===== src/rtl/peripheral_dbg_soc_ctm_arb_pkg.sv =====
// Shared types for the CTM trace arbiter: trace event record and round-robin pick helper.
// Events carry a 32-bit pc/npc; narrower ADDR_WIDTH builds zero-extend into it.
package peripheral_dbg_soc_ctm_arb_pkg;

  localparam int CTM_ADDR_W = 32;

  typedef struct packed {
    logic [CTM_ADDR_W-1:0] pc;
    logic [CTM_ADDR_W-1:0] npc;
    logic                  jal;
    logic                  jalr;
  } trace_evt_t;

  // Returns {found, index} of the first set req bit at or after ptr, wrapping at n (n <= 8).
  function automatic logic [3:0] rr_pick(input logic [7:0] req, input logic [2:0] ptr, input int n);
    logic [3:0] res;
    int         idx;
    res = '0;
    for (int k = 7; k >= 0; k--) begin
      if (k < n) begin
        idx = (int'(ptr) + k) % n;
        if (req[3'(idx)]) res = {1'b1, 3'(idx)};
      end
    end
    return res;
  endfunction

endpackage


===== src/rtl/peripheral_dbg_soc_osd_ctm_trace_fifo.sv =====
// Per-core synchronous FIFO of trace events; pop data is combinational from the head entry.
// A push into a full FIFO is accepted only when a pop frees a slot the same cycle; flush empties it.
module peripheral_dbg_soc_osd_ctm_trace_fifo
  import peripheral_dbg_soc_ctm_arb_pkg::*;
#(
  parameter int DEPTH = 4
) (
  input  logic       clk,
  input  logic       rst,
  input  logic       flush,
  input  logic       push,
  input  trace_evt_t push_dat,
  input  logic       pop,
  output trace_evt_t pop_dat,
  output logic       full,
  output logic       empty
);

  localparam int AW = $clog2(DEPTH);
  localparam logic [AW:0] PTR_ONE = 1;

  logic [AW:0] wr_ptr_q, wr_ptr_d;
  logic [AW:0] rd_ptr_q, rd_ptr_d;
  trace_evt_t  mem_q [DEPTH];
  logic        do_push, do_pop;

  // Extra pointer MSB distinguishes full from empty when the index bits match.
  assign full    = (wr_ptr_q[AW] != rd_ptr_q[AW]) && (wr_ptr_q[AW-1:0] == rd_ptr_q[AW-1:0]);
  assign empty   = (wr_ptr_q == rd_ptr_q);
  assign do_push = push & (~full | pop);
  assign do_pop  = pop & ~empty;
  assign pop_dat = mem_q[rd_ptr_q[AW-1:0]];

  always_comb begin
    wr_ptr_d = wr_ptr_q;
    rd_ptr_d = rd_ptr_q;
    if (flush) begin
      wr_ptr_d = '0;
      rd_ptr_d = '0;
    end else begin
      if (do_push) wr_ptr_d = wr_ptr_q + PTR_ONE;
      if (do_pop)  rd_ptr_d = rd_ptr_q + PTR_ONE;
    end
  end

  always_ff @(posedge clk) begin
    if (rst) begin
      wr_ptr_q <= '0;
      rd_ptr_q <= '0;
    end else begin
      wr_ptr_q <= wr_ptr_d;
      rd_ptr_q <= rd_ptr_d;
    end
  end

  always_ff @(posedge clk) begin
    if (do_push && !flush) mem_q[wr_ptr_q[AW-1:0]] <= push_dat;
  end

endmodule


===== src/rtl/peripheral_dbg_soc_osd_ctm_trace_arb.sv =====
// Round-robin merge of NUM_CORES trace streams into one registered CTM port; 2-cycle idle latency.
// No backpressure: full FIFOs drop new events, counted per core when CTM_ARB_OVF_CNT_EN is defined.
module peripheral_dbg_soc_osd_ctm_trace_arb
  import peripheral_dbg_soc_ctm_arb_pkg::*;
#(
  parameter int NUM_CORES  = 2,
  parameter int FIFO_DEPTH = 4,
  parameter int ADDR_WIDTH = 32
) (
  input  logic                            clk,
  input  logic                            rst,
  input  logic [NUM_CORES-1:0]            in_valid,
  input  logic [NUM_CORES*ADDR_WIDTH-1:0] in_pc,
  input  logic [NUM_CORES*ADDR_WIDTH-1:0] in_npc,
  input  logic [NUM_CORES-1:0]            in_jal,
  input  logic [NUM_CORES-1:0]            in_jalr,
  input  logic [NUM_CORES-1:0]            cfg_core_en,
  input  logic                            cfg_clr,
  output logic                            out_valid,
  output logic [ADDR_WIDTH-1:0]           out_pc,
  output logic [ADDR_WIDTH-1:0]           out_npc,
  output logic                            out_jal,
  output logic                            out_jalr,
  output logic [$clog2(NUM_CORES)-1:0]    out_core_id,
  output logic [NUM_CORES*16-1:0]         ovf_cnt
);

  localparam int CW = $clog2(NUM_CORES);

  logic [NUM_CORES-1:0] full, empty, push, pop;
  trace_evt_t           fifo_dat [NUM_CORES];
  trace_evt_t           sel_evt;
  logic [3:0]           pick;
  logic                 gnt_vld;

  logic                 out_valid_q, out_valid_d;
  trace_evt_t           out_evt_q, out_evt_d;
  logic [CW-1:0]        out_core_id_q, out_core_id_d;
  logic [CW-1:0]        rr_ptr_q, rr_ptr_d;

  for (genvar i = 0; i < NUM_CORES; i++) begin : g_core
    trace_evt_t evt;

    always_comb begin
      evt.pc   = CTM_ADDR_W'(in_pc[i*ADDR_WIDTH +: ADDR_WIDTH]);
      evt.npc  = CTM_ADDR_W'(in_npc[i*ADDR_WIDTH +: ADDR_WIDTH]);
      evt.jal  = in_jal[i];
      evt.jalr = in_jalr[i];
    end

    assign push[i] = in_valid[i] & cfg_core_en[i] & (~full[i] | pop[i]);
    assign pop[i]  = gnt_vld && (pick[2:0] == 3'(i));

    peripheral_dbg_soc_osd_ctm_trace_fifo #(.DEPTH(FIFO_DEPTH)) u_fifo (
      .clk      (clk),
      .rst      (rst),
      .flush    (cfg_clr),
      .push     (push[i]),
      .push_dat (evt),
      .pop      (pop[i]),
      .pop_dat  (fifo_dat[i]),
      .full     (full[i]),
      .empty    (empty[i])
    );
  end

  // A clear wins over the grant, so nothing is popped and the RR pointer holds.
  assign pick    = rr_pick(8'(~empty), 3'(rr_ptr_q), NUM_CORES);
  assign gnt_vld = pick[3] & ~cfg_clr;

  always_comb begin
    sel_evt = '0;
    for (int i = 0; i < NUM_CORES; i++) begin
      if (pop[i]) sel_evt = fifo_dat[i];
    end
  end

  always_comb begin
    out_valid_d   = 1'b0;
    out_evt_d     = out_evt_q;
    out_core_id_d = out_core_id_q;
    rr_ptr_d      = rr_ptr_q;
    if (cfg_clr) begin
      out_evt_d     = '0;
      out_core_id_d = '0;
    end else if (gnt_vld) begin
      out_valid_d   = 1'b1;
      out_evt_d     = sel_evt;
      out_core_id_d = CW'(pick[2:0]);
      rr_ptr_d      = (pick[2:0] == 3'(NUM_CORES-1)) ? '0 : CW'(pick[2:0] + 3'd1);
    end
  end

  always_ff @(posedge clk) begin
    if (rst) begin
      out_valid_q   <= 1'b0;
      out_evt_q     <= '0;
      out_core_id_q <= '0;
      rr_ptr_q      <= '0;
    end else begin
      out_valid_q   <= out_valid_d;
      out_evt_q     <= out_evt_d;
      out_core_id_q <= out_core_id_d;
      rr_ptr_q      <= rr_ptr_d;
    end
  end

  assign out_valid   = out_valid_q;
  assign out_pc      = out_evt_q.pc[ADDR_WIDTH-1:0];
  assign out_npc     = out_evt_q.npc[ADDR_WIDTH-1:0];
  assign out_jal     = out_evt_q.jal;
  assign out_jalr    = out_evt_q.jalr;
  assign out_core_id = out_core_id_q;

`ifdef CTM_ARB_OVF_CNT_EN
  logic [NUM_CORES*16-1:0] ovf_cnt_q, ovf_cnt_d;

  // An enabled event that was not pushed is exactly a drop on a full FIFO.
  always_comb begin
    ovf_cnt_d = ovf_cnt_q;
    if (cfg_clr) begin
      ovf_cnt_d = '0;
    end else begin
      for (int i = 0; i < NUM_CORES; i++) begin
        if (in_valid[i] && cfg_core_en[i] && !push[i] && ovf_cnt_q[i*16 +: 16] != 16'hFFFF)
          ovf_cnt_d[i*16 +: 16] = ovf_cnt_q[i*16 +: 16] + 16'd1;
      end
    end
  end

  always_ff @(posedge clk) begin
    if (rst) ovf_cnt_q <= '0;
    else     ovf_cnt_q <= ovf_cnt_d;
  end

  assign ovf_cnt = ovf_cnt_q;
`else
  assign ovf_cnt = '0;
`endif

endmodule


===== config.mk =====
export PLATFORM = sky130hd
export DESIGN_NAME = peripheral_dbg_soc_osd_ctm_trace_arb
export DESIGN_NICKNAME = d
export VERILOG_FILES = /design/src/rtl/peripheral_dbg_soc_ctm_arb_pkg.sv /design/src/rtl/peripheral_dbg_soc_osd_ctm_trace_fifo.sv /design/src/rtl/peripheral_dbg_soc_osd_ctm_trace_arb.sv
export SDC_FILE = /design/constraint.sdc
export NUM_CORES = 1
export LEC_CHECK = 0
export CORE_UTILIZATION = 35
export CTS_CLUSTER_DIAMETER = 200
export DETAILED_ROUTE_END_ITERATION = 6
export GPL_TIMING_DRIVEN = 0
export SLEW_MARGIN = 15
export SYNTH_ARGS = -nofsm -noshare
export SYNTH_HDL_FRONTEND = slang
export SYNTH_SLANG_ARGS = --single-unit

===== constraint.sdc =====
create_clock -name clk -period 14 [get_ports clk]
set_input_delay 3.5 -clock clk [delete_from_list [all_inputs] [get_ports clk]]
set_output_delay 3.5 -clock clk [all_outputs]
set_load 0.01 [all_outputs]

### Word-level counts from Yosys, hierarchy flattened

Memories as Yosys holds them, arrays and structs flattened. A register that Yosys moved wholly into a read port is not among the register bits.
Cells that the tools add are included.

* multiplexer cells: 19
* equality and inequality tests: 7
* magnitude comparators: 2
* reductions and logical operators: 10
* bitwise logic cells: 18
* $add $sub $neg: 6

Operator list (number)
* 2-to-1 mux 66 bit: 2
* adder 3 x 1 -> 3 bit (second input constant): 4
* 2-to-1 mux 1 bit: 10
* AND 1 bit: 9
* 2-to-1 mux 2 bit: 4
* 2-to-1 mux 4 bit: 2
* NOT 2 -> 8 bit: 1
* equality test 3 bit: 2
* logical AND 1 bit: 6
* less-than comparator 2 x 5 -> 1 bit (second input constant): 1
* NOT 1 bit: 5
* equality test 2 bit: 2
* less-than comparator 1 x 4 -> 1 bit (second input constant): 1
* equality test 3 x 1 -> 1 bit (second input constant): 1
* zero test 3 bit: 1
* adder 1 bit (second input constant): 2
* binary-select mux 1 bit (select 2 bit): 1
* != test 1 bit: 2
* OR 1 bit: 2
* AND reduction 2 bit: 1
* OR reduction 2 bit: 1
* AND 1 bit (first input constant): 1
* zero test 1 bit: 1

* memory bits (writable): 528
* memories kept: 2
* output and inout port bits: 100
* register bits: 81

Memories
* g_core[0].u_fifo.mem_q: depth 4, bits a word 66, read ports 1, clocked after memory_dff 1, write ports 1, line peripheral_dbg_soc_osd_ctm_trace_fifo.sv:24 `trace_evt_t mem_q [DEPTH];`
* g_core[1].u_fifo.mem_q: depth 4, bits a word 66, read ports 1, clocked after memory_dff 1, write ports 1, line peripheral_dbg_soc_osd_ctm_trace_fifo.sv:24

### Logic depth before layout (Yosys ltp)

* depth after elaboration: 15
* gate-level depth with buffers: 7
* mapped depth without buffers: 5

### Hierarchy

Synthesis repeated with hierarchy kept, for this count alone.

* cells, all modules: 1082
* area, all modules: 22983.3 um^2

By module, submodules not included
* peripheral_dbg_soc_osd_ctm_trace_fifo: area an instance 10000.8 um^2, cells an instance 404, instances 2, sequential area each 8087.8 um^2
* peripheral_dbg_soc_osd_ctm_trace_arb: area an instance 2981.6 um^2, cells an instance 274, instances 1, sequential area each 1381.3 um^2

### Least setup slack after synthesis

No wires, ideal clock.

* path type: input port to flip-flop
* start: in cfg_clr
* end: mem g_core[1].u_fifo.mem_q[3][0] in the netlist's numbering, enable pin
* setup slack: 3321 ps
* library setup time: 652 ps
* stages on the path: 2
* arrival time: 10027 ps
* path through: clkbuf_1 -> nor4_1

* word-level cells in the longest chain between the ends: 9

RTL lines
* start, declared: line peripheral_dbg_soc_osd_ctm_trace_arb.sv:18 `input logic cfg_clr,`
* NOT 1 bit (no line)
* AND 1 bit: line peripheral_dbg_soc_osd_ctm_trace_arb.sv:69 `assign gnt_vld = pick[3] & ~cfg_clr;`
* logical AND 1 bit: line peripheral_dbg_soc_osd_ctm_trace_arb.sv:52 `assign pop[i] = gnt_vld && (pick[2:0] == 3'(i));`
* OR 1 bit: line peripheral_dbg_soc_osd_ctm_trace_fifo.sv:30, peripheral_dbg_soc_osd_ctm_trace_arb.sv:51
* AND 1 bit: line peripheral_dbg_soc_osd_ctm_trace_arb.sv:51 `assign push[i] = in_valid[i] & cfg_core_en[i] & (~full[i] | pop[i]);`
* AND 1 bit: line peripheral_dbg_soc_osd_ctm_trace_fifo.sv:30 `assign do_push = push & (~full | pop);`
* logical AND 1 bit *: line peripheral_dbg_soc_osd_ctm_trace_fifo.sv:57 `if (do_push && !flush) mem_q[wr_ptr_q[AW-1:0]] <= push_dat;`
* 2-to-1 mux 1 bit *: line peripheral_dbg_soc_osd_ctm_trace_fifo.sv:57
* 2-to-1 mux 1 bit (implied by the code) *: line peripheral_dbg_soc_osd_ctm_trace_fifo.sv:57
* end, declared: line peripheral_dbg_soc_osd_ctm_trace_fifo.sv:24

Every way passes the cells marked *; elsewhere a longest branch is shown, timed or not.

### Worst setup path in the final report

* start: in cfg_core_en[0]
* end: mem g_core[0].u_fifo.mem_q[0][61] in the netlist's numbering, enable pin

* word-level cells in the longest chain between the ends: 6

RTL lines
* start, declared: line peripheral_dbg_soc_osd_ctm_trace_arb.sv:17 `input logic [NUM_CORES-1:0] cfg_core_en,`
* AND 1 bit (2 in a row): line peripheral_dbg_soc_osd_ctm_trace_arb.sv:51
* AND 1 bit: line peripheral_dbg_soc_osd_ctm_trace_fifo.sv:30
* logical AND 1 bit: line peripheral_dbg_soc_osd_ctm_trace_fifo.sv:57
* 2-to-1 mux 1 bit: line peripheral_dbg_soc_osd_ctm_trace_fifo.sv:57
* 2-to-1 mux 1 bit (implied by the code): line peripheral_dbg_soc_osd_ctm_trace_fifo.sv:57
* end, declared: line peripheral_dbg_soc_osd_ctm_trace_fifo.sv:24

Every way passes these cells.

==> metrics.txt <==
CTS tree=built; Pwr Density=139 nW/um^2; Worst Hold Slack=472 ps; first-pass GRT wire length=around 77000 um; status=completed; post-cts resize count=0; synthesis-to-layout area growth=25.6%; multi-input combinational cell area=~5000 sq um; top cells by count, synth=edfxtp_1, mux4_2, dfxtp_1, a221o_1, nor2b_1; Layout Cells excl Fill=between 2000 and 2500; largest family of logic cells by synthesized area=multiplexers; DRT antenna net count=0; vias in the first global route=about 12000; Yosys top cell area share=~69%; chip height=approximately 260 um; top cells by area, synth=edfxtp_1, mux4_2, dfxtp_1, a221o_1, nor2b_1; vias per inst=roughly 4.8; Die ar.=~66000 sq um; Ports=roughly 240; Fin. Hold Viols=0; placed cells=2176; Fill cells=between 5000 and 6000; DRT Wirelength=between 50000 and 60000 um; final setup vio count=0; hold-critical path depth=2; most numerous cell in the Yosys netlist=edfxtp_1; Critical-path top delay cell=and2_4; max frequency=about 190 MHz; fin area=28700 sq um; Synth Area in Adders=0.547%; Max IR drop VDD=0.0937 mV; CTS root buf=clkbuf_16; post-DR wirelength/cell=around 23 um; gr ovfl total=0; Post-Synthesis Mean Instance Area=around 22 sq um; CTS Hold Buffers Added=0; clock skew=between 15 and 20 ps; post-CTS setup buffers=0; fin crit share=37.5%; delay of the slowest cell on the worst path=around 750 ps; FF-to-FF setup slack=11020 ps; Syn. warnings=0; Seq/Total Area, Yosys=between 70% and 80%; Max Buffers Root-to-Sink=3; setup ws final=between 8000 and 9000 ps; Crit Path Category=in -> reg; post-synthesis compound-gate area fraction=under 10%; Slew HR=25.2%; num rows=93; Lkg Pwr=9.23 nW; Sink Count=613; Simple-Gate Fraction of Synth Area=2.87%; DRC violations left=0; final max-slew violation count=0; Pre-Repair DR Iteration Count=5; Worst-Margin Slew=around 1100 ps; # port buffers=about 210; Die Wd=approximately 260 um; Setup TNS=0 ps; antenna cells=0; crit start category=input port; CTS buffer count=67; core area=between 60000 and 70000 sq um; Most used DFF post-synth=edfxtp_1; #FFs+latches synth=approximately 600; xor/xnor cell area share of the yosys netlist=less than 1%; largest net degree at the start of global routing=44; Worst-Skew Late Latency=between 500 and 600 ps; fraction of layout cells with a size suffix above 1=about 23%; Critical Path End Type=flip-flop; placed cell area=~26000 sq um; mux cell area share after synthesis=13.1%; cells after synthesis=between 1000 and 1500; initial antenna violation count=5; Critical Path AT=5530 ps; Net count, final=roughly 1500; top cell type by total area after synthesis=edfxtp_1; Worst Path Required=about 14000 ps; Max Cap Viol=0; Post-synth EDFFs=approximately 530; Worst-path clk slew=roughly 60 ps; Distinct cells, synth=41; minimum clock period=between 5000 and 6000 ps; FF+latch area=between 15000 and 20000 sq um; detailed placement HPWL=32600 um; via count=around 11000; Post-synth ARST share=0%; worst min path class=reg -> reg; drt initial violations=602; overall routing resource usage=about 16%; H-tree depth=3; Mapped Area=between 20000 and 25000 sq um; Initial Util=between 30% and 40%; RSZ-0062 raised after global routing=no; reg2reg path depth=6; Placer Congestion=around 0.75; pre-CTS setup slack=approximately 8100 ps; critical path fanouts, max=43; crit path cell chain=clkdlybuf4s50_1 > nand2_1 > nor3_1 > and2_4 > buf_12
-- worst paths after layout --
check                                                   from                       endpoint
worst max-delay path                          cfg_core_en[0]  g_core[0].u_fifo.mem_q[0][61]
worst min-delay path                             out_core_id                    out_core_id
worst max register to register  g_core[1].u_fifo.wr_ptr_q[1]  g_core[0].u_fifo.mem_q[0][61]
worst min register to register                   out_core_id                    out_core_id
-- cells by family after synthesis --
family          count (synthesis)
flops                         613
mux                           135
simple gates                  113
buf+inv                        91
compound gates                 84
xor+xnor                       15
fa+ha+maj                      10
other cells                     1
-- critical path, delay by kind of cell --
| kind | cells | cell delay (ps) |
|---|---|---|
| buffers and inverters | 2 | 750 |
| and+or+nand+nor | 3 | 1230 |
-- metrics by stage --
stage          util, %  total power [mW]
2_1_floorplan        -              2.12
3_3_place_gp      40.5              2.21
3_5_place_dp      41.0              2.22
4_1_cts           44.6              4.04
5_1_grt           44.6              4.12
6_report          44.6              4.00
-- where the power goes --
part | total, mW | internal [mW] | leakage [nW] | switching [mW]
combinational | 0.161 | 0.0872 | 2.66 | 0.0743
clock | 1.82 | 1.13 | 1.12 | 0.691
sequential | 2.01 | 2.00 | 5.46 | 0.00811
-- routing by layer --
layer,track usage (%),up-vias,routed length [um]
met4,5.05,10,977
met5,0,-,59
met3,3.28,79,2460
met2,27.7,258,26700
li1,-,4992,-
met1,19.7,5793,21600
-- state kept, by name, indices dropped and copies added, names as in the netlist, named ones only --
name,flops
g_core.u_fifo.mem_q,528
g_core.u_fifo.rd_ptr_q,6
g_core.u_fifo.wr_ptr_q,6
out_core_id,1
out_jal,1
out_jalr,1
out_npc,32
out_pc,32
out_valid,1
rr_ptr_q,1
-- cell usage in the layout (no fill, tap or decap), types with 10 or more instances in the layout --
master	instances
a221o_1	64
buf_2	19
buf_4	37
buf_6	15
clkbuf_1	42
clkbuf_16	71
clkdlybuf4s50_1	205
conb_1	32
dfxtp_1	85
edfxtp_1	528
ha_1	10
mux4_2	132
nor2_1	17
nor2b_1	64
-- area by class of cell --
class,count,area share [%]
Clock buffer,97,6.77
Sequential cell,613,61.1
Timing Repair Buffer,228,8.16
Tap cell,855,3.72
Multi-Input combinational cell,389,17.0
Buffer,84,1.93
Inverter,7,0.0915
Clock inverter,25,1.22
(Power assumes the default switching activity.)
